--- config.mk ---
export PLATFORM = sky130hd
export DESIGN_NAME = ctrl_decode_pipe_flat
export DESIGN_NICKNAME = d
export VERILOG_FILES = /design/src/rtl/ctrl_pkg.sv /design/src/rtl/ctrl_decode_pipe_if.sv /design/src/rtl/ctrl_dec_comb.sv /design/src/rtl/ctrl_decode_pipe.sv /design/src/flat_wrapper.sv
export SDC_FILE = /design/constraint.sdc
export NUM_CORES = 1
export LEC_CHECK = 0
export BUFFER_PORTS_ARGS = -buffer_cell sky130_fd_sc_hd__buf_2
export CAP_MARGIN = 20
export CORE_ASPECT_RATIO = 1.5
export CORE_MARGIN = 2
export CORE_UTILIZATION = 40
export DETAILED_ROUTE_END_ITERATION = 6
export GPL_TIMING_DRIVEN = 1
export PLACE_DENSITY = 0.58
export SYNTH_ARGS = -nofsm -noshare
export SYNTH_HDL_FRONTEND = slang
export SYNTH_SLANG_ARGS = --single-unit
--- constraint.sdc ---
create_clock -name clk -period 3.6 [get_ports clk]
set_clock_uncertainty 0.15 [all_clocks]
set_input_delay 0.18 -clock clk [delete_from_list [all_inputs] [get_ports clk]]
set_output_delay 0.18 -clock clk [all_outputs]
set_load 0.02 [all_outputs]
--- src/rtl/ctrl_pkg.sv ---
// Opcode map, ALU operation codes and the control bundle for the decode pipeline.
// Optional macro CTRL_ILLEGAL_OP_EN adds an illegal_op flag to the bundle.
package ctrl_pkg;

  localparam int unsigned OPC_BITS = 6;
  localparam int unsigned ALU_BITS = 4;

  localparam logic [OPC_BITS-1:0] OPC_SLL     = 6'b000001;
  localparam logic [OPC_BITS-1:0] OPC_SRL     = 6'b000010;
  localparam logic [OPC_BITS-1:0] OPC_ADD     = 6'b000101;
  localparam logic [OPC_BITS-1:0] OPC_SUB     = 6'b000110;
  localparam logic [OPC_BITS-1:0] OPC_AND     = 6'b000111;
  localparam logic [OPC_BITS-1:0] OPC_OR      = 6'b001000;
  localparam logic [OPC_BITS-1:0] OPC_XOR     = 6'b001001;
  localparam logic [OPC_BITS-1:0] OPC_NOR     = 6'b001010;
  localparam logic [OPC_BITS-1:0] OPC_SLT     = 6'b001011;
  localparam logic [OPC_BITS-1:0] OPC_JR      = 6'b001100;
  localparam logic [OPC_BITS-1:0] OPC_ADDI    = 6'b010001;
  localparam logic [OPC_BITS-1:0] OPC_SUBI    = 6'b010011;
  localparam logic [OPC_BITS-1:0] OPC_ANDI    = 6'b010100;
  localparam logic [OPC_BITS-1:0] OPC_ORI     = 6'b010101;
  localparam logic [OPC_BITS-1:0] OPC_LUI     = 6'b010110;
  localparam logic [OPC_BITS-1:0] OPC_GETROW  = 6'b011000;
  localparam logic [OPC_BITS-1:0] OPC_MOVL    = 6'b011001;
  localparam logic [OPC_BITS-1:0] OPC_MOVU    = 6'b011010;
  localparam logic [OPC_BITS-1:0] OPC_MOVR    = 6'b011011;
  localparam logic [OPC_BITS-1:0] OPC_MOVD    = 6'b011100;
  localparam logic [OPC_BITS-1:0] OPC_WRSHAPE = 6'b011101;
  localparam logic [OPC_BITS-1:0] OPC_SENDROW = 6'b011110;
  localparam logic [OPC_BITS-1:0] OPC_BEQ     = 6'b100001;
  localparam logic [OPC_BITS-1:0] OPC_BNE     = 6'b100010;
  localparam logic [OPC_BITS-1:0] OPC_J       = 6'b110001;
  localparam logic [OPC_BITS-1:0] OPC_JAL     = 6'b110010;

  typedef enum logic [ALU_BITS-1:0] {
    ALU_SLL     = 4'd0,
    ALU_SRL     = 4'd1,
    ALU_ADD     = 4'd2,
    ALU_SUB     = 4'd3,
    ALU_AND     = 4'd4,
    ALU_OR      = 4'd5,
    ALU_XOR     = 4'd6,
    ALU_NOR     = 4'd7,
    ALU_SLT     = 4'd8,
    ALU_MOVL    = 4'd9,
    ALU_MOVR    = 4'd10,
    ALU_MOVU    = 4'd11,
    ALU_MOVD    = 4'd12,
    ALU_WRSHAPE = 4'd13,
    ALU_LUI     = 4'd14,
    ALU_NONE    = 4'd15
  } alu_op_e;

  typedef enum logic [0:0] {
    ST_RUN      = 1'b0,
    ST_WAIT_MEM = 1'b1
  } fsm_state_e;

  // alu_op stays the last field so the bubble constant is independent of optional fields.
  typedef struct packed {
    logic    is_j;
    logic    is_i;
    logic    is_br;
    logic    is_r;
    logic    is_special;
    logic    is_return;
    logic    is_shift;
    logic    if_send_row;
    logic    if_get_row;
    logic    is_move_or_write_shape;
    logic    reg_write;
    logic    is_jal;
`ifdef CTRL_ILLEGAL_OP_EN
    logic    illegal_op;
`endif
    alu_op_e alu_op;
  } ctrl_t;

  localparam ctrl_t CTRL_BUBBLE =
    ctrl_t'({{($bits(ctrl_t) - ALU_BITS){1'b0}}, {ALU_BITS{1'b1}}});

endpackage

--- src/rtl/ctrl_decode_pipe_if.sv ---
// Fetch-side, execute-side and memory-completion signals of the decode pipeline.
// Optional macro CTRL_ILLEGAL_OP_EN adds the illegal_op output.
interface ctrl_decode_pipe_if #(
  parameter int unsigned INSTR_W  = 32,
  parameter int unsigned ALU_OP_W = 4
);
  logic                flush;
  logic                in_valid;
  logic [INSTR_W-1:0]  in_instr;
  logic                in_ready;
  logic                out_valid;
  logic                out_ready;
  logic [INSTR_W-1:0]  out_instr;
  logic [ALU_OP_W-1:0] alu_op;
  logic                is_j;
  logic                is_i;
  logic                is_br;
  logic                is_r;
  logic                is_special;
  logic                is_return;
  logic                is_shift;
  logic                if_send_row;
  logic                if_get_row;
  logic                is_move_or_write_shape;
  logic                reg_write;
  logic                is_jal;
  logic                mem_done;
  logic                busy_mem;
`ifdef CTRL_ILLEGAL_OP_EN
  logic                illegal_op;
`endif

  modport master (
    output flush, in_valid, in_instr, out_ready, mem_done,
    input  in_ready, out_valid, out_instr, alu_op, is_j, is_i, is_br, is_r,
           is_special, is_return, is_shift, if_send_row, if_get_row,
           is_move_or_write_shape, reg_write, is_jal, busy_mem
`ifdef CTRL_ILLEGAL_OP_EN
    , input illegal_op
`endif
  );

  modport slave (
    input  flush, in_valid, in_instr, out_ready, mem_done,
    output in_ready, out_valid, out_instr, alu_op, is_j, is_i, is_br, is_r,
           is_special, is_return, is_shift, if_send_row, if_get_row,
           is_move_or_write_shape, reg_write, is_jal, busy_mem
`ifdef CTRL_ILLEGAL_OP_EN
    , output illegal_op
`endif
  );
endinterface

--- src/rtl/ctrl_dec_comb.sv ---
// Purely combinational opcode to control-bundle decoder.
// Optional macro CTRL_ILLEGAL_OP_EN flags undefined opcodes instead of treating them as R-type.
module ctrl_dec_comb
  import ctrl_pkg::*;
(
  input  logic [OPC_BITS-1:0] opcode,
  output ctrl_t               ctrl_c
);

  logic legal;

  always_comb begin
    ctrl_c = CTRL_BUBBLE;
    legal  = 1'b1;
    case (opcode)
      OPC_SLL:  begin ctrl_c.is_shift = 1'b1; ctrl_c.reg_write = 1'b1; ctrl_c.alu_op = ALU_SLL; end
      OPC_SRL:  begin ctrl_c.is_shift = 1'b1; ctrl_c.reg_write = 1'b1; ctrl_c.alu_op = ALU_SRL; end
      OPC_ADD:  begin ctrl_c.reg_write = 1'b1; ctrl_c.alu_op = ALU_ADD; end
      OPC_SUB:  begin ctrl_c.reg_write = 1'b1; ctrl_c.alu_op = ALU_SUB; end
      OPC_AND:  begin ctrl_c.reg_write = 1'b1; ctrl_c.alu_op = ALU_AND; end
      OPC_OR:   begin ctrl_c.reg_write = 1'b1; ctrl_c.alu_op = ALU_OR;  end
      OPC_XOR:  begin ctrl_c.reg_write = 1'b1; ctrl_c.alu_op = ALU_XOR; end
      OPC_NOR:  begin ctrl_c.reg_write = 1'b1; ctrl_c.alu_op = ALU_NOR; end
      OPC_SLT:  begin ctrl_c.reg_write = 1'b1; ctrl_c.alu_op = ALU_SLT; end
      OPC_JR:   ctrl_c.is_return = 1'b1;
      OPC_ADDI: begin ctrl_c.is_i = 1'b1; ctrl_c.reg_write = 1'b1; ctrl_c.alu_op = ALU_ADD; end
      OPC_SUBI: begin ctrl_c.is_i = 1'b1; ctrl_c.reg_write = 1'b1; ctrl_c.alu_op = ALU_SUB; end
      OPC_ANDI: begin ctrl_c.is_i = 1'b1; ctrl_c.reg_write = 1'b1; ctrl_c.alu_op = ALU_AND; end
      OPC_ORI:  begin ctrl_c.is_i = 1'b1; ctrl_c.reg_write = 1'b1; ctrl_c.alu_op = ALU_OR;  end
      OPC_LUI:  begin ctrl_c.is_i = 1'b1; ctrl_c.reg_write = 1'b1; ctrl_c.alu_op = ALU_LUI; end
      OPC_GETROW: begin
        ctrl_c.is_special = 1'b1; ctrl_c.if_get_row = 1'b1; ctrl_c.reg_write = 1'b1;
      end
      OPC_SENDROW: begin ctrl_c.is_special = 1'b1; ctrl_c.if_send_row = 1'b1; end
      OPC_MOVL, OPC_MOVU, OPC_MOVR, OPC_MOVD, OPC_WRSHAPE: begin
        ctrl_c.is_special             = 1'b1;
        ctrl_c.is_move_or_write_shape = 1'b1;
        case (opcode)
          OPC_MOVL: ctrl_c.alu_op = ALU_MOVL;
          OPC_MOVU: ctrl_c.alu_op = ALU_MOVU;
          OPC_MOVR: ctrl_c.alu_op = ALU_MOVR;
          OPC_MOVD: ctrl_c.alu_op = ALU_MOVD;
          default:  ctrl_c.alu_op = ALU_WRSHAPE;
        endcase
      end
      OPC_BEQ, OPC_BNE: begin ctrl_c.is_br = 1'b1; ctrl_c.alu_op = ALU_SUB; end
      OPC_J:    ctrl_c.is_j = 1'b1;
      OPC_JAL:  begin ctrl_c.is_j = 1'b1; ctrl_c.is_jal = 1'b1; ctrl_c.reg_write = 1'b1; end
      default:  legal = 1'b0;
    endcase

    // Undefined opcodes keep alu_op=NONE and reg_write=0 from the bubble default.
    if (legal) begin
      ctrl_c.is_r = !(ctrl_c.is_j || ctrl_c.is_i || ctrl_c.is_br);
    end else begin
`ifdef CTRL_ILLEGAL_OP_EN
      ctrl_c.illegal_op = 1'b1;
`else
      ctrl_c.is_r = 1'b1;
`endif
    end
  end

endmodule

--- src/rtl/ctrl_decode_pipe.sv ---
// Instruction queue, memory-stall FSM and registered control bundle between fetch and execute.
// Optional macro CTRL_ILLEGAL_OP_EN drives the registered illegal_op output.
module ctrl_decode_pipe
  import ctrl_pkg::*;
#(
  parameter int unsigned INSTR_W  = 32,
  parameter int unsigned OPC_W    = 6,
  parameter int unsigned ALU_OP_W = 4,
  parameter int unsigned DEPTH    = 4
) (
  input logic              clk,
  input logic              rst_n,
  ctrl_decode_pipe_if.slave bus
);

  localparam int unsigned PTR_W = (DEPTH > 1) ? $clog2(DEPTH) : 1;
  localparam int unsigned CNT_W = $clog2(DEPTH + 1);

  fsm_state_e         state_q, state_d;
  logic [INSTR_W-1:0] fifo [DEPTH];
  logic [PTR_W-1:0]   wr_ptr, rd_ptr;
  logic [CNT_W-1:0]   count;
  logic [INSTR_W-1:0] head;
  logic [OPC_BITS-1:0] head_opc;
  ctrl_t              dec_ctrl;
  ctrl_t              ctrl_q;
  logic               out_valid_q;
  logic [INSTR_W-1:0] out_instr_q;
  logic               push;
  logic               load;
  logic               special_taken;

  assign head     = fifo[rd_ptr];
  assign head_opc = OPC_BITS'(head[INSTR_W-1 -: OPC_W]);

  ctrl_dec_comb u_dec (
    .opcode (head_opc),
    .ctrl_c (dec_ctrl)
  );

  // A special leaving the output stage blocks the load behind it so WAIT_MEM starts clean.
  assign bus.in_ready = (count < CNT_W'(DEPTH));
  assign push          = bus.in_valid && bus.in_ready && !bus.flush;
  assign special_taken = out_valid_q && bus.out_ready && ctrl_q.is_special;
  assign load          = (state_q == ST_RUN) && (count != '0) &&
                         (!out_valid_q || bus.out_ready) && !special_taken && !bus.flush;

  always_ff @(posedge clk) begin
    if (!rst_n) state_q <= ST_RUN;
    else        state_q <= state_d;
  end

  always_comb begin
    state_d = state_q;
    case (state_q)
      ST_RUN:      if (special_taken) state_d = ST_WAIT_MEM;
      ST_WAIT_MEM: if (bus.mem_done)  state_d = ST_RUN;
      default:     state_d = ST_RUN;
    endcase
    if (bus.flush) state_d = ST_RUN;
  end

  always_ff @(posedge clk) begin
    if (!rst_n || bus.flush) begin
      wr_ptr <= '0;
      rd_ptr <= '0;
      count  <= '0;
    end else begin
      if (push) wr_ptr <= wr_ptr + PTR_W'(1);
      if (load) rd_ptr <= rd_ptr + PTR_W'(1);
      count <= count + CNT_W'(push) - CNT_W'(load);
    end
  end

  always_ff @(posedge clk) begin
    if (push) fifo[wr_ptr] <= bus.in_instr;
  end

  // Output stage: load on pop, otherwise fall back to a bubble once the bundle is taken.
  always_ff @(posedge clk) begin
    if (!rst_n) begin
      out_valid_q <= 1'b0;
      ctrl_q      <= CTRL_BUBBLE;
      out_instr_q <= '0;
    end else if (bus.flush) begin
      out_valid_q <= 1'b0;
      ctrl_q      <= CTRL_BUBBLE;
    end else if (load) begin
      out_valid_q <= 1'b1;
      ctrl_q      <= dec_ctrl;
      out_instr_q <= head;
    end else if (out_valid_q && bus.out_ready) begin
      out_valid_q <= 1'b0;
      ctrl_q      <= CTRL_BUBBLE;
    end
  end

  assign bus.out_valid              = out_valid_q;
  assign bus.out_instr              = out_instr_q;
  assign bus.alu_op                 = ALU_OP_W'(ctrl_q.alu_op);
  assign bus.is_j                   = ctrl_q.is_j;
  assign bus.is_i                   = ctrl_q.is_i;
  assign bus.is_br                  = ctrl_q.is_br;
  assign bus.is_r                   = ctrl_q.is_r;
  assign bus.is_special             = ctrl_q.is_special;
  assign bus.is_return              = ctrl_q.is_return;
  assign bus.is_shift               = ctrl_q.is_shift;
  assign bus.if_send_row            = ctrl_q.if_send_row;
  assign bus.if_get_row             = ctrl_q.if_get_row;
  assign bus.is_move_or_write_shape = ctrl_q.is_move_or_write_shape;
  assign bus.reg_write              = ctrl_q.reg_write;
  assign bus.is_jal                 = ctrl_q.is_jal;
  assign bus.busy_mem               = (state_q == ST_WAIT_MEM);
`ifdef CTRL_ILLEGAL_OP_EN
  assign bus.illegal_op             = ctrl_q.illegal_op;
`endif

endmodule
--- src/flat_wrapper.sv ---
// flat-port wrapper written by rule: the top's interface ports become plain ports
module ctrl_decode_pipe_flat import ctrl_pkg::*;
#(
  parameter int unsigned INSTR_W  = 32,
  parameter int unsigned OPC_W    = 6,
  parameter int unsigned ALU_OP_W = 4,
  parameter int unsigned DEPTH    = 4
)
  (clk, rst_n, bus_flush, bus_in_valid, bus_in_instr, bus_out_ready, bus_mem_done, bus_in_ready, bus_out_valid, bus_out_instr, bus_alu_op, bus_is_j, bus_is_i, bus_is_br, bus_is_r, bus_is_special, bus_is_return, bus_is_shift, bus_if_send_row, bus_if_get_row, bus_is_move_or_write_shape, bus_reg_write, bus_is_jal, bus_busy_mem);
  ctrl_decode_pipe_if #(.INSTR_W(INSTR_W), .ALU_OP_W(ALU_OP_W)) bus_i ();
  input logic clk;
  input logic rst_n;
  input wire logic [$bits(bus_i.flush)-1:0] bus_flush;
  input wire logic [$bits(bus_i.in_valid)-1:0] bus_in_valid;
  input wire logic [$bits(bus_i.in_instr)-1:0] bus_in_instr;
  input wire logic [$bits(bus_i.out_ready)-1:0] bus_out_ready;
  input wire logic [$bits(bus_i.mem_done)-1:0] bus_mem_done;
  output wire logic [$bits(bus_i.in_ready)-1:0] bus_in_ready;
  output wire logic [$bits(bus_i.out_valid)-1:0] bus_out_valid;
  output wire logic [$bits(bus_i.out_instr)-1:0] bus_out_instr;
  output wire logic [$bits(bus_i.alu_op)-1:0] bus_alu_op;
  output wire logic [$bits(bus_i.is_j)-1:0] bus_is_j;
  output wire logic [$bits(bus_i.is_i)-1:0] bus_is_i;
  output wire logic [$bits(bus_i.is_br)-1:0] bus_is_br;
  output wire logic [$bits(bus_i.is_r)-1:0] bus_is_r;
  output wire logic [$bits(bus_i.is_special)-1:0] bus_is_special;
  output wire logic [$bits(bus_i.is_return)-1:0] bus_is_return;
  output wire logic [$bits(bus_i.is_shift)-1:0] bus_is_shift;
  output wire logic [$bits(bus_i.if_send_row)-1:0] bus_if_send_row;
  output wire logic [$bits(bus_i.if_get_row)-1:0] bus_if_get_row;
  output wire logic [$bits(bus_i.is_move_or_write_shape)-1:0] bus_is_move_or_write_shape;
  output wire logic [$bits(bus_i.reg_write)-1:0] bus_reg_write;
  output wire logic [$bits(bus_i.is_jal)-1:0] bus_is_jal;
  output wire logic [$bits(bus_i.busy_mem)-1:0] bus_busy_mem;
  assign bus_i.flush = bus_flush;
  assign bus_i.in_valid = bus_in_valid;
  assign bus_i.in_instr = bus_in_instr;
  assign bus_i.out_ready = bus_out_ready;
  assign bus_i.mem_done = bus_mem_done;
  assign bus_in_ready = bus_i.in_ready;
  assign bus_out_valid = bus_i.out_valid;
  assign bus_out_instr = bus_i.out_instr;
  assign bus_alu_op = bus_i.alu_op;
  assign bus_is_j = bus_i.is_j;
  assign bus_is_i = bus_i.is_i;
  assign bus_is_br = bus_i.is_br;
  assign bus_is_r = bus_i.is_r;
  assign bus_is_special = bus_i.is_special;
  assign bus_is_return = bus_i.is_return;
  assign bus_is_shift = bus_i.is_shift;
  assign bus_if_send_row = bus_i.if_send_row;
  assign bus_if_get_row = bus_i.if_get_row;
  assign bus_is_move_or_write_shape = bus_i.is_move_or_write_shape;
  assign bus_reg_write = bus_i.reg_write;
  assign bus_is_jal = bus_i.is_jal;
  assign bus_busy_mem = bus_i.busy_mem;
  ctrl_decode_pipe #(.INSTR_W(INSTR_W), .OPC_W(OPC_W), .ALU_OP_W(ALU_OP_W), .DEPTH(DEPTH)) u_core (.clk(clk), .rst_n(rst_n), .bus(bus_i));
endmodule
Word level (Yosys, flattened, before mapping)

Memory sizes are Yosys's and may differ from the RTL's. A register that Yosys moved wholly into a read port is not among the register bits.
Index checks and enable logic that the tools add are counted.

Add/subtract/negate cells: 4
Order comparisons: 1
Equality and inequality tests: 26
Multiplexer cells: 26
Bitwise logic cells: 3
Reductions and logical operators: 33

Operators with widths:

| kind                  | count |
|---|---|
| $eq A6 B5 Y1 const B  | 12 |
| $pmux W4 S11          | 1 |
| $mux W16              | 2 |
| $eq A6 B4 Y1 const B  | 5 |
| $reduce_or A26 Y1     | 1 |
| $eq A6 B6 Y1 const B  | 4 |
| $mux W1               | 19 |
| $eq A6 B3 Y1 const B  | 3 |
| $reduce_or A16 Y1     | 1 |
| $reduce_or A2 Y1      | 7 |
| $pmux W3 S4           | 1 |
| $reduce_or A5 Y1      | 2 |
| $logic_and A1 B1 Y1   | 8 |
| $reduce_or A7 Y1      | 1 |
| $eq A6 B1 Y1 const B  | 1 |
| $eq A6 B2 Y1 const B  | 1 |
| $logic_not A1 Y1      | 5 |
| $add A2 B1 Y2 const B | 2 |
| $logic_or A1 B1 Y1    | 4 |
| $mux W2               | 2 |
| $reduce_or A4 Y1      | 1 |
| $add A3 B1 Y3         | 1 |
| $lt A3 B3 Y1 const B  | 1 |
| $not A1 Y1            | 3 |
| other kinds (5)       | 5 |

Bits in registers: 57
Memory bits (writable): 128
Bits of input ports: 38
Output and inout port bits: 51
Memories: 1

Memories:

| name        | depth | width | read ports | clocked after memory_dff | write ports | line                   | source |
|---|---|---|---|---|---|---|---|
| u_core.fifo | 4     | 32    | 1          | 1                        | 1           | ctrl_decode_pipe.sv:20 | `logic [INSTR_W-1:0] fifo [DEPTH];` |

Depth between registers and ports, before layout

Gate-level depths: netlist (run 1).

Depth in word-level cells: 8
Mapped depth: 12
Mapped depth without buffers: 10

Hierarchy

A second synthesis (run 1) with hierarchy kept.

Cells, all modules: 530
Area total of the unflattened synthesis: 7622.3 sq um

Modules (own cells, without submodules):

| module           | times used | cells an instance | area each (sq um) |
|---|---|---|---|
| ctrl_decode_pipe | 1          | 452               | 7158.1 |
| ctrl_dec_comb    | 1          | 78                | 464.2 |

Worst setup path after synthesis (run 1)

Ideal clock, no wire load.

Path type: register -> register
Start point: reg u_core.ctrl_q (netlist bit u_core.bus.is_special)
End point: reg u_core.count[2]
Setup time: 128 ps
Arrival: 2681 ps
Data required time: 3322 ps
Setup slack: 641 ps
Stages on the path, launching flop included: 13
Buffers on the path: 2
Cells stage by stage: dfxtp_1 nand2b_1 a2111o_1 clkbuf_1 inv_2 buf_1 ha_1 inv_1 ha_1 fa_1 xnor2_1 xnor2_1 nor2_1

Word-level cells in the longest chain between the ends: 5

RTL lines:

| element                           | line                   | source |
|---|---|---|
| start: declaration                | ctrl_decode_pipe.sv:26 | `ctrl_t ctrl_q;` |
| start signal: assignment          | ctrl_decode_pipe.sv:90 | `ctrl_q <= dec_ctrl;` |
| $logic_and A1 B1 Y1               | ctrl_decode_pipe.sv:44 | `assign special_taken = out_valid_q && bus.out_ready && ctrl_q.is_special;` |
| $logic_not A1 Y1                  | ctrl_decode_pipe.sv:46 | `(!out_valid_q \|\| bus.out_ready) && !special_taken && !bus.flush;` |
| $logic_and A1 B1 Y1 (2 in series) | ctrl_decode_pipe.sv:46 |  |
| via u_core.load                   | ctrl_decode_pipe.sv:30 | `logic load;` |
| $sub A3 B1 Y3                     | ctrl_decode_pipe.sv:71 | `count <= count + CNT_W'(push) - CNT_W'(load);` |
| end signal: assignment            | ctrl_decode_pipe.sv:71 |  |
| end: declaration                  | ctrl_decode_pipe.sv:22 | `logic [CNT_W-1:0] count;` |

The timed path passes the listed nets, and every way through them passes these cells.
A chain may end at the register's enable or synchronous reset.

Worst setup path in the final report (run 1)

Start point: reg u_core.count[2]
End point: reg u_core.count[2]

Word-level cells in the longest chain between the ends: 6

RTL lines:

| element                                                              | line |
|---|---|
| parallel branches: the longest is 5 deep, another holds $lt A3 B3 Y1 | -- |
| $sub A3 B1 Y3 *                                                      | ctrl_decode_pipe.sv:71 |

Every way passes the cells marked *.

==> run summary, run 1 <==
Core footprint = 0.01832 sq mm
Synth Instances = 510
Via-to-Cell Ratio = 5.366
Wire length on met2 = 8373 microns
F_max = 386.9 MHz
Post-Syn Area = 0.007410 sq mm
Iter 0 DRT Violations = 295
Final HPWL from detailed placement = 9739 microns
Yosys warning total = 0
Worst setup endpoint = u_core.count[2]
Failing checks = design-rule violations
WL met1 = 6182 microns
R2R Path Start = u_core.count[2]
TritonCTS clock tree = done
Die height = 170.7 microns
Top layer in use = met4
Max incr delay on CP = 0.43 ns
Worst Setup SP = u_core.count[2]
Syn_area_per_cell = 14.53 sq um
Dominant synthesized flop cell = edfxtp_1
Initial Util = 40.45%
CTS H-tree depth = 4
PortBufs = 88
Grt ovf = 0
WL final = 15490 microns
Outcome = finished with violations
Yosys reg bits = 187
Endpoints failing setup = 0
Crit path time final = 2.585 ns
Critical Path Fanout Max = 3
Final hold violations = 0
Worst reg2reg endpoint = u_core.count[2]
CP Depth = 10
Layout Nets = 668
Worst-case clock buffer depth = 2
Least-Margin Pin Slew = 0.9136 ns
Vias in the first global route = 4726
Register area = 0.005027 sq mm
Syn_nets = 555
Largest net degree at the start of global routing = 37
Die area = 0.01965 sq mm
Met3 Wirelength = 593 microns
RSZ-0062 raised after global routing = no
Setup CP Type = register to register
Via count = 4593
Synth area leader = edfxtp_1
Register area share after synthesis = 67.81%
Multi-input gate area = 0.002183 sq mm
Final core occ = 48.74%
Synth area leaders = edfxtp_1 (52%), dfxtp_1 (16%), mux4_2 (9.7%)
Layout cell share with drive strength beyond 1 = 25.79%
Max Slew Vio Count = 0
Critical path's top delay family = adder cells
Crit share post-route = 71.80%
Filler Cells Inserted = 1618
Async SR Flop Fraction = 0%
Antenna Cells = 0
Number of buffers added for setup after CTS = 0
Top-count cell post-synth = edfxtp_1
Max IR drop VDD = 0.2925 mV
Post-route ant nets = 0
Remaining routing DRC violations = 1
I/O pin count = 89
Crit path capture type = register
RD Place Congestion = 0.8843
WP data required = 3.73 ns
Num Clock Sinks = 187
R2R Setup Slk = 1.02 ns
Slew HR = 39.09%
Row count = 61
Crit path DAT = 2.71 ns
Max-capacitance violation count = 0
Gr usage total = 16.86%
Worst Path Buf+Inv = 2
CP Cell Sequence = nor3_1, a2111o_1, inv_2, ha_1, inv_1, ha_1, fa_1, xnor2_1, xnor2_1, nor2_1
Clock buffer count from CTS = 17
Distinct cells, synth = 52
Critical-path top delay cell = nor3_1
Chip Width = 115.1 microns
Clock-pin slew on the worst setup and hold paths = 0.07 ns
Hold Crit Class = input port to register
Drt first pass iters = 7
R2R cell count = 10
Worst skew pair latency = 0.43 ns
First-pass GRT wire length = 25070 microns
Post-synth EDFFs = 128
Initial antenna violation count = 0
Power Density = 517.2 mW/mm^2
Synth top cells by count = edfxtp_1 (128), nand2_1 (78), dfxtp_1 (59)
Top-area cell type share of the netlist area = 51.87%
Area growth syn-to-layout = 20.48%
WL/cell = 18.09 microns
Static Leak = 0.003108 uW
Clock root buffer = clkbuf_16
Setup TNS = 0 ns
Startpoint types = register
[through the flow]
stage	setup WS, ns	instance area [sq um]	hold slack [ns]	total power [uW]	cells
finish	1.015	8927	0.06000	4618	856
global route	0.8516	8927	0.07786	4790	856
CTS	1.023	8927	0.03513	4670	856
detailed placement	1.046	8009	0.2521	2802	790
global placement	1.047	8009	0.2411	2789	790
floorplan	0.6409	7410	0.1289	2675	510
[flip-flops by register name (all words and copies together), names as in the netlist, 2 cells and up, named ones only]
register / count
u_core.wr_ptr: 2
u_core.fifo: 128
u_core.count: 3
u_core.rd_ptr: 2
u_core.bus.alu_op: 4
u_core.bus.out_instr: 32
[power breakdown]
part | total [uW] | switching (uW) | internal [uW]
Clock | 1840 | 853 | 985
Combinational | 403 | 243 | 160
Sequential | 2380 | 26.2 | 2350
Total | 4620 | 1120 | 3500
[worst reg2reg max path: stages, from the launching register on]
cell,delay (ns)
dfxtp_1,0.33
nor3_1,0.43
a2111o_1,0.22
inv_2,0.04
ha_1,0.26
inv_1,0.04
ha_1,0.21
fa_1,0.40
xnor2_1,0.17
xnor2_1,0.13
nor2_1,0.06
[logic make-up after synthesis]
group,after synthesis,synth area share [%]
flops,187,67.81
mux,33,9.878
fa+ha+maj,7,1.283
compound gates,83,8.359
buf+inv,46,2.786
xor+xnor,7,0.8274
simple gates,147,9.051
[metal layers]
metal	GRT usage (%)	up-vias
met3	3.294	25
met2	30.31	133
met5	0	-
li1	-	2121
met1	19.57	2314
met4	6.653	0
[area by class of cell]
| class | instances | share of cell area [%] |
|---|---|---|
| Clock buffer | 18 | 4.807 |
| Timing Repair Buffer | 126 | 9.082 |
| Tap cell | 220 | 3.083 |
| Inverter | 14 | 0.5886 |
| Multi-Input combinational cell | 277 | 24.46 |
| Sequential cell | 187 | 56.31 |
| Clock inverter | 14 | 1.668 |
[how the worst min path moves through the flow]
stage,start,end,slack [ns],cells after the start
2_1_floorplan,bus_in_instr[0],u_core.fifo[0][0],0.13,0
3_3_place_gp,bus_in_instr[9],u_core.fifo[0][9],0.24,1
3_5_place_dp,bus_in_instr[18],u_core.fifo[2][18],0.25,1
4_1_cts,bus_flush,u_core.count[1],0.04,3
5_1_grt,bus_flush,u_core.count[1],0.08,3
6_report,bus_flush,u_core.count[1],0.06,3
[cell usage in the layout, fill, tap and decap left out, drive strengths merged, types with 7 or more instances in the layout]
cell	netlist	routed
a21boi	31	31
nor2b	7	7
nor2	24	24
nand2	79	79
buf	15	92
and2	8	8
dfxtp	59	59
clkbuf	17	18
nand2b	8	8
a21oi	10	10
inv	14	23
mux4	32	32
edfxtp	128	128
dlygate4sd3	0	34
[repair_timing]
action / in CTS / in global routing
endpoints found under the hold margin: 130 / 0
hold buffers: 34 / 0
gates resized for setup: 0 / 0
Power figures use the tool's default switching activity.
==> inputs of run 2 (changes only) <==
- PLACE_DENSITY: 0.58 -> 0.61
- clock period: 3.6 -> 2.25 ns (I/O delays scaled with it)
==> run summary, run 2 (synthesis gave the netlist of run 1 again) <==
Design Area, Final = 0.009813 sq mm (+9.9%)
Top layer in use = met4
Iter 0 DRT Violations = 249 (-16%)
Hold depth = 3 (unchanged)
Static Leak = 0.003547 uW (+14%)
TritonCTS clock tree = done
Minimum hold slack = 0.07379 ns (+0.01379 ns)
Commonest cells after routing, fill and taps aside = edfxtp_1 (128), buf_2 (88), nand2_1 (78)
Worst reg2reg endpoint = u_core.count[2]
RSZ-0062 raised after global routing = yes
Final hold violations = 0 (unchanged)
Wire length on met2 = 10020 microns (+20%)
Num Clock Sinks = 187 (unchanged)
Antenna Cells = 0 (unchanged)
Largest net degree at the start of global routing = 36 (-2.7%)
R2R cell count = 10 (unchanged)
Critical Path Fanout Max = 2 (-1)
F_max = 430.9 MHz (+11%)
WL final = 17870 microns (+15%)
Failing checks = negative setup slack
NetSw = 1772 uW (+58%)
Crit path capture type = register
Cell internal pwr = 5806 uW (+66%)
RD Place Congestion = 0.8275 (-6.4%)
Crit share post-route = 103.2% (+31 points)
Clock buffer count from CTS = 17 (unchanged)
Endpoints failing setup = 5 (+5)
Largest register by flop count = u_core.fifo
Clock-pin slew on the worst setup and hold paths = 0.07 ns (about the same)
Initial antenna violation count = 0 (unchanged)
Vias in the first global route = 5070 (+7.3%)
Row count = 61 (unchanged)
Worst skew pair latency = 0.43 ns (about the same)
Met3 Wirelength = 713 microns (+20%)
Worst Setup SP = u_core.bus.is_special
Least-Margin Pin Slew = 0.7375 ns (-0.1761 ns)
Clk pwr share = 38.5% (-1.3 points)
Comb power frac = 11.3% (+2.6 points)
Setup CP Type = register to register
Grt ovf = 0 (unchanged)
Power Density = 772.2 mW/mm^2 (+49%)
R2R Setup Slk = -0.07 ns (-1.09 ns)
Hold Crit Class = input port to register
Sequential fraction of design power = 50.1% (-1.4 points)
WL met1 = 6655 microns (+7.7%)
Via-to-Cell Ratio = 5.270 (-1.8%)
Max reg flops = 128 (unchanged)
Remaining routing DRC violations = 0 (-1)
Layout cell share with drive strength beyond 1 = 36.53% (+11 points)
WL/cell = 19.23 microns (+6.3%)
Initial Util = 40.45% (unchanged)
Crit path time final = 2.321 ns (-0.2638 ns)
Max-capacitance violation count = 0 (unchanged)
Die height = 170.7 microns (unchanged)
Core footprint = 0.01832 sq mm (unchanged)
Gr usage total = 18.70% (+1.8 points)
Layout Nets = 741 (+11%)
Sw Share = 23.39% (-0.92 points)
I/O pin count = 89 (unchanged)
PortBufs = 88 (unchanged)
Die area = 0.01965 sq mm (unchanged)
First-pass GRT wire length = 27080 microns (+8.0%)
Most common cell after layout, fill and taps aside = edfxtp_1
Chip Width = 115.1 microns (unchanged)
Area growth syn-to-layout = 32.44%
Worst-case clock buffer depth = 2 (unchanged)
PnR worst setup slack = -0.07098 ns (-1.086 ns)
Crit path DAT = 2.47 ns (-0.24 ns)
Beginning of the worst hold path = rst_n
Drt first pass iters = 4 (-3)
CTS H-tree depth = 4 (unchanged)
Outcome = finished with violations
Hold Path End = u_core.bus.out_instr[29]
Clock root buffer = clkbuf_16
Max IR drop VDD = 0.4025 mV (+38%)
Final core occ = 53.57% (+4.8 points)
WP data required = 2.40 ns (-1.33 ns)
R2R Path Start = u_core.bus.is_special
Placed Area = 0.008528 sq mm (+6.5%)
Post-route ant nets = 0 (unchanged)
Startpoint types = register
Slew HR = 50.71% (+12 points)
Tot Pwr = 7578 uW (+64%)
Max Slew Vio Count = 0 (unchanged)
Via count = 4896 (+6.6%)
Final HPWL from detailed placement = 11180 microns (+15%)
-- run 2: cell types whose count changed in the layout (fill, tap and decap cells not counted), moves of 3 or more --
cell      delta
buf_4       +49
buf_6       +15
buf_12       +5
clkbuf_8     +4
inv_6        -4
inv_8        -3
mux4_2       +3
nor3_1       -3
-- run 2: repair_timing --
action	in CTS	in global routing
endpoints found under the setup margin	11	17
setup buffers	13	3
gates resized for setup	21	19
cloned	3	0
pin swaps	7	5
endpoints found under the hold margin	130	0
hold buffers	35	0
-- run 2: how the worst max path moves through the flow --
stage	to	slack (ns)	depth (start not counted)
CTS	u_core.count[2]	-0.09	10
floorplan	u_core.count[2]	-0.20	12
global route	u_core.bus.alu_op[0]	-0.14	7
detailed placement	u_core.bus.is_shift	-0.16	7
global placement	u_core.bus.alu_op[2]	-0.12	5
finish	u_core.count[2]	-0.07	10
-- run 2: metal layers --
metal / global-route usage (%) / vias up
met1: 19.68 / 2438
met4: 8.800 / 0
met5: 0 / -
li1: - / 2284
met3: 3.719 / 28
met2: 35.06 / 146
-- run 2: area by class of cell --
class	instances	area, sq um
fillers	1535	8504
clock inverters	9	87.58
flip-flops and latches	187	5034
inverters	14	60.06
well taps	220	275.3
multi-input cells	280	2411
clock buffers	23	488.0
repair buffers	196	1458
-- run 2: metrics by stage --
| step | std cells | setup slack (ns) | setup TNS [ns] |
|---|---|---|---|
| after floorplan | 510 | -0.2027 | -0.3324 |
| after detailed placement | 843 | -0.1643 | -1.149 |
| final | 929 | -0.07098 | -0.2125 |
| after global placement | 843 | -0.1208 | -0.6534 |
| after global routing | 929 | -0.1391 | -0.7422 |
| after CTS | 926 | -0.08648 | -0.08648 |
-- run 2: worst max-delay path, cell delays in order, from the launching register on --
cell	delay [ns]
dfxtp_4	0.34
nand2b_4	0.14
a2111o_1	0.45
inv_8	0.09
ha_4	0.12
inv_2	0.04
ha_4	0.15
fa_2	0.36
xnor2_2	0.15
xnor2_1	0.16
nor2_1	0.05
-- run 2: power groups by stage --
| stage | clock [uW] | sequential, uW | combinational (uW) |
|---|---|---|---|
| after global routing | 3110 | 3810 | 928 |
| after CTS | 2970 | 3800 | 829 |
| after global placement | 0 | 3870 | 709 |
| final | 2920 | 3800 | 859 |
| after floorplan | 0 | 3920 | 388 |
| after detailed placement | 0 | 3880 | 728 |
==> inputs of run 3 (changes only) <==
- CORE_ASPECT_RATIO: 1.5 -> 2
- PLACE_DENSITY: 0.61 -> 0.58
- clock period: 2.25 -> 2.85 ns (I/O delays scaled with it)
==> run summary, run 3 (synthesis gave the netlist of run 1 again) <==
Commonest cells after routing, fill and taps aside = edfxtp_1 (128), buf_2 (88), nand2_1 (78)
Max IR drop VDD = 0.4338 mV (+7.8%)
R2R Setup Slk = 0.33 ns (+0.40 ns)
WL final = 16230 microns (-9.2%)
Sw Share = 22.40% (-0.99 points)
Placed Area = 0.008102 sq mm (-5.0%)
Max reg flops = 128 (unchanged)
Setup CP Type = register to register
Clk pwr share = 39.9% (+1.4 points)
Power Density = 649.7 mW/mm^2 (-16%)
Iter 0 DRT Violations = 215 (-14%)
PortBufs = 88 (unchanged)
Remaining routing DRC violations = 0 (unchanged)
Startpoint types = register
PnR worst setup slack = 0.3304 ns (+0.4014 ns)
Static Leak = 0.003189 uW (-10%)
NetSw = 1317 uW (-26%)
Num Clock Sinks = 187 (unchanged)
WP data required = 2.97 ns (+0.57 ns)
Least-Margin Pin Slew = 0.7895 ns (+0.05196 ns)
Gr usage total = 16.95% (-1.7 points)
Place WS = 0.3267 ns (+0.4910 ns)
Row count = 70 (+15%)
Clock buffer count from CTS = 17 (unchanged)
Met1 Use GR = 16.79% (-2.9 points)
Die height = 196.5 microns (+15%)
Crit path DAT = 2.64 ns (+0.17 ns)
Via count = 4664 (-4.7%)
Grt ovf = 0 (unchanged)
Area growth syn-to-layout = 22.17%
Initial antenna violation count = 0 (unchanged)
RSZ-0062 raised after global routing = no
Setup TNS = 0 ns (+0.2125 ns)
I/O pin count = 89 (unchanged)
Cell internal pwr = 4564 uW (-21%)
First-pass GRT wire length = 24850 microns (-8.2%)
Slew HR = 47.24% (-3.5 points)
Post_cts resized = 0 (-100%)
Comb power frac = 9.0% (-2.3 points)
WL/cell = 18.74 microns (-2.6%)
Layout Nets = 682 (-8.0%)
Worst Path Buf+Inv = 2 (unchanged)
Antenna Cells = 0 (unchanged)
Max Slew Vio Count = 0 (unchanged)
TritonCTS clock tree = done
Initial Util = 40.67% (+0.22 points)
Final HPWL from detailed placement = 10620 microns (-5.0%)
Outcome = completed
Endpoints failing setup = 0 (-5)
Layout cell share with drive strength beyond 1 = 27.23% (-9.3 points)
Crit share post-route = 88.41% (-15 points)
Core footprint = 0.01822 sq mm (-0.55%)
Hold Crit Class = input port to register
Max-capacitance violation count = 0 (unchanged)
Critical path's top delay family = adder cells
Final hold violations = 0 (unchanged)
Drt first pass iters = 4 (unchanged)
Worst skew pair latency = 0.42 ns (about the same)
Crit path capture type = register
Post-route ant nets = 0 (unchanged)
Critical-path top delay cell = fa_1
Vias in the first global route = 4739 (-6.5%)
Clock root buffer = clkbuf_16
Chip Width = 100.2 microns (-13%)
Worst-case clock buffer depth = 2 (unchanged)
Crit path time final = 2.520 ns (+0.1986 ns)
Final core occ = 49.69% (-3.9 points)
GR Util met2 = 31.82% (-3.2 points)
# hold bufs at CTS = 35 (unchanged)
Design Area, Final = 0.009052 sq mm (-7.8%)
Clock-pin slew on the worst setup and hold paths = 0.06 ns (about the same)
RD Place Congestion = 0.8471 (+2.4%)
Number of buffers added for setup after CTS = 0 (-13)
F_max = 396.9 MHz (-7.9%)
CP Cell Sequence = nor3_1, a2111o_1, inv_2, ha_1, inv_1, ha_1, fa_1, xnor2_1, xnor2_1, nor2_1
Max incr delay on CP = 0.41 ns (-0.04 ns)
Most common cell after layout, fill and taps aside = edfxtp_1
Die area = 0.01970 sq mm (+0.23%)
Largest register by flop count = u_core.fifo
Critical Path Fanout Max = 4 (+2)
Via-to-Cell Ratio = 5.386 (+2.2%)
CTS H-tree depth = 4 (unchanged)
GR Util met3 = 3.404% (-0.32 points)
GR peak layer = met2
Largest net degree at the start of global routing = 36 (unchanged)
Sequential fraction of design power = 51.1% (+1.0 points)
==> run 3: final timing paths <==
kind                          start                end  depth (start not counted)
setup / recovery    u_core.count[2]    u_core.count[2]                         10
hold / removal                rst_n    u_core.count[0]                          3
setup reg to reg    u_core.count[2]    u_core.count[2]                         10
hold reg to reg   u_core.bus.is_jal  u_core.bus.is_jal                          2
==> run 3: power groups by stage <==
| stage | combinational [uW] | clock (uW) | sequential, uW |
|---|---|---|---|
| after floorplan | 286 | 0 | 3090 |
| after global placement | 485 | 0 | 3060 |
| after detailed placement | 493 | 0 | 3060 |
| after CTS | 533 | 2390 | 3000 |
| after global routing | 576 | 2500 | 3010 |
| final | 530 | 2350 | 3000 |
==> run 3: layer usage <==
layer | up-vias | part of all wire (%)
met2 | 142 | 57
met5 | - | 0
met1 | 2330 | 36
met4 | 0 | 4.0
met3 | 36 | 3.1
li1 | 2156 | -
==> run 3: cell type report <==
| type | instances | area (sq um) |
|---|---|---|
| Fill cell | 1595 | 9165 |
| Sequential cell | 187 | 5027 |
| Multi-Input combinational cell | 277 | 2183 |
| Timing Repair Buffer | 140 | 918.4 |
| Clock buffer | 23 | 521.8 |
| Tap cell | 216 | 270.3 |
| Clock inverter | 9 | 78.83 |
| Inverter | 14 | 52.55 |
==> run 3: stage by stage <==
| step | total power, uW | std cells | hold slack, ns |
|---|---|---|---|
| 6_report | 5881 | 866 | 0.09454 |
| 3_5_place_dp | 3556 | 799 | 0.2119 |
| 3_3_place_gp | 3545 | 799 | 0.2038 |
| 4_1_cts | 5929 | 866 | 0.06914 |
| 2_1_floorplan | 3379 | 510 | 0.09137 |
| 5_1_grt | 6085 | 866 | 0.07483 |
==> run 3: worst register-to-register path, delay by kind of cell (launching register included) <==
kind / cells / cell delay [ns]
adders and majority gates: 3 / 0.88
and+or+nand+nor: 2 / 0.39
DFF: 1 / 0.33
xor gates and xnor gates: 2 / 0.33
AOI/OAI and AO/OA: 1 / 0.20
buffers and inverters: 2 / 0.10
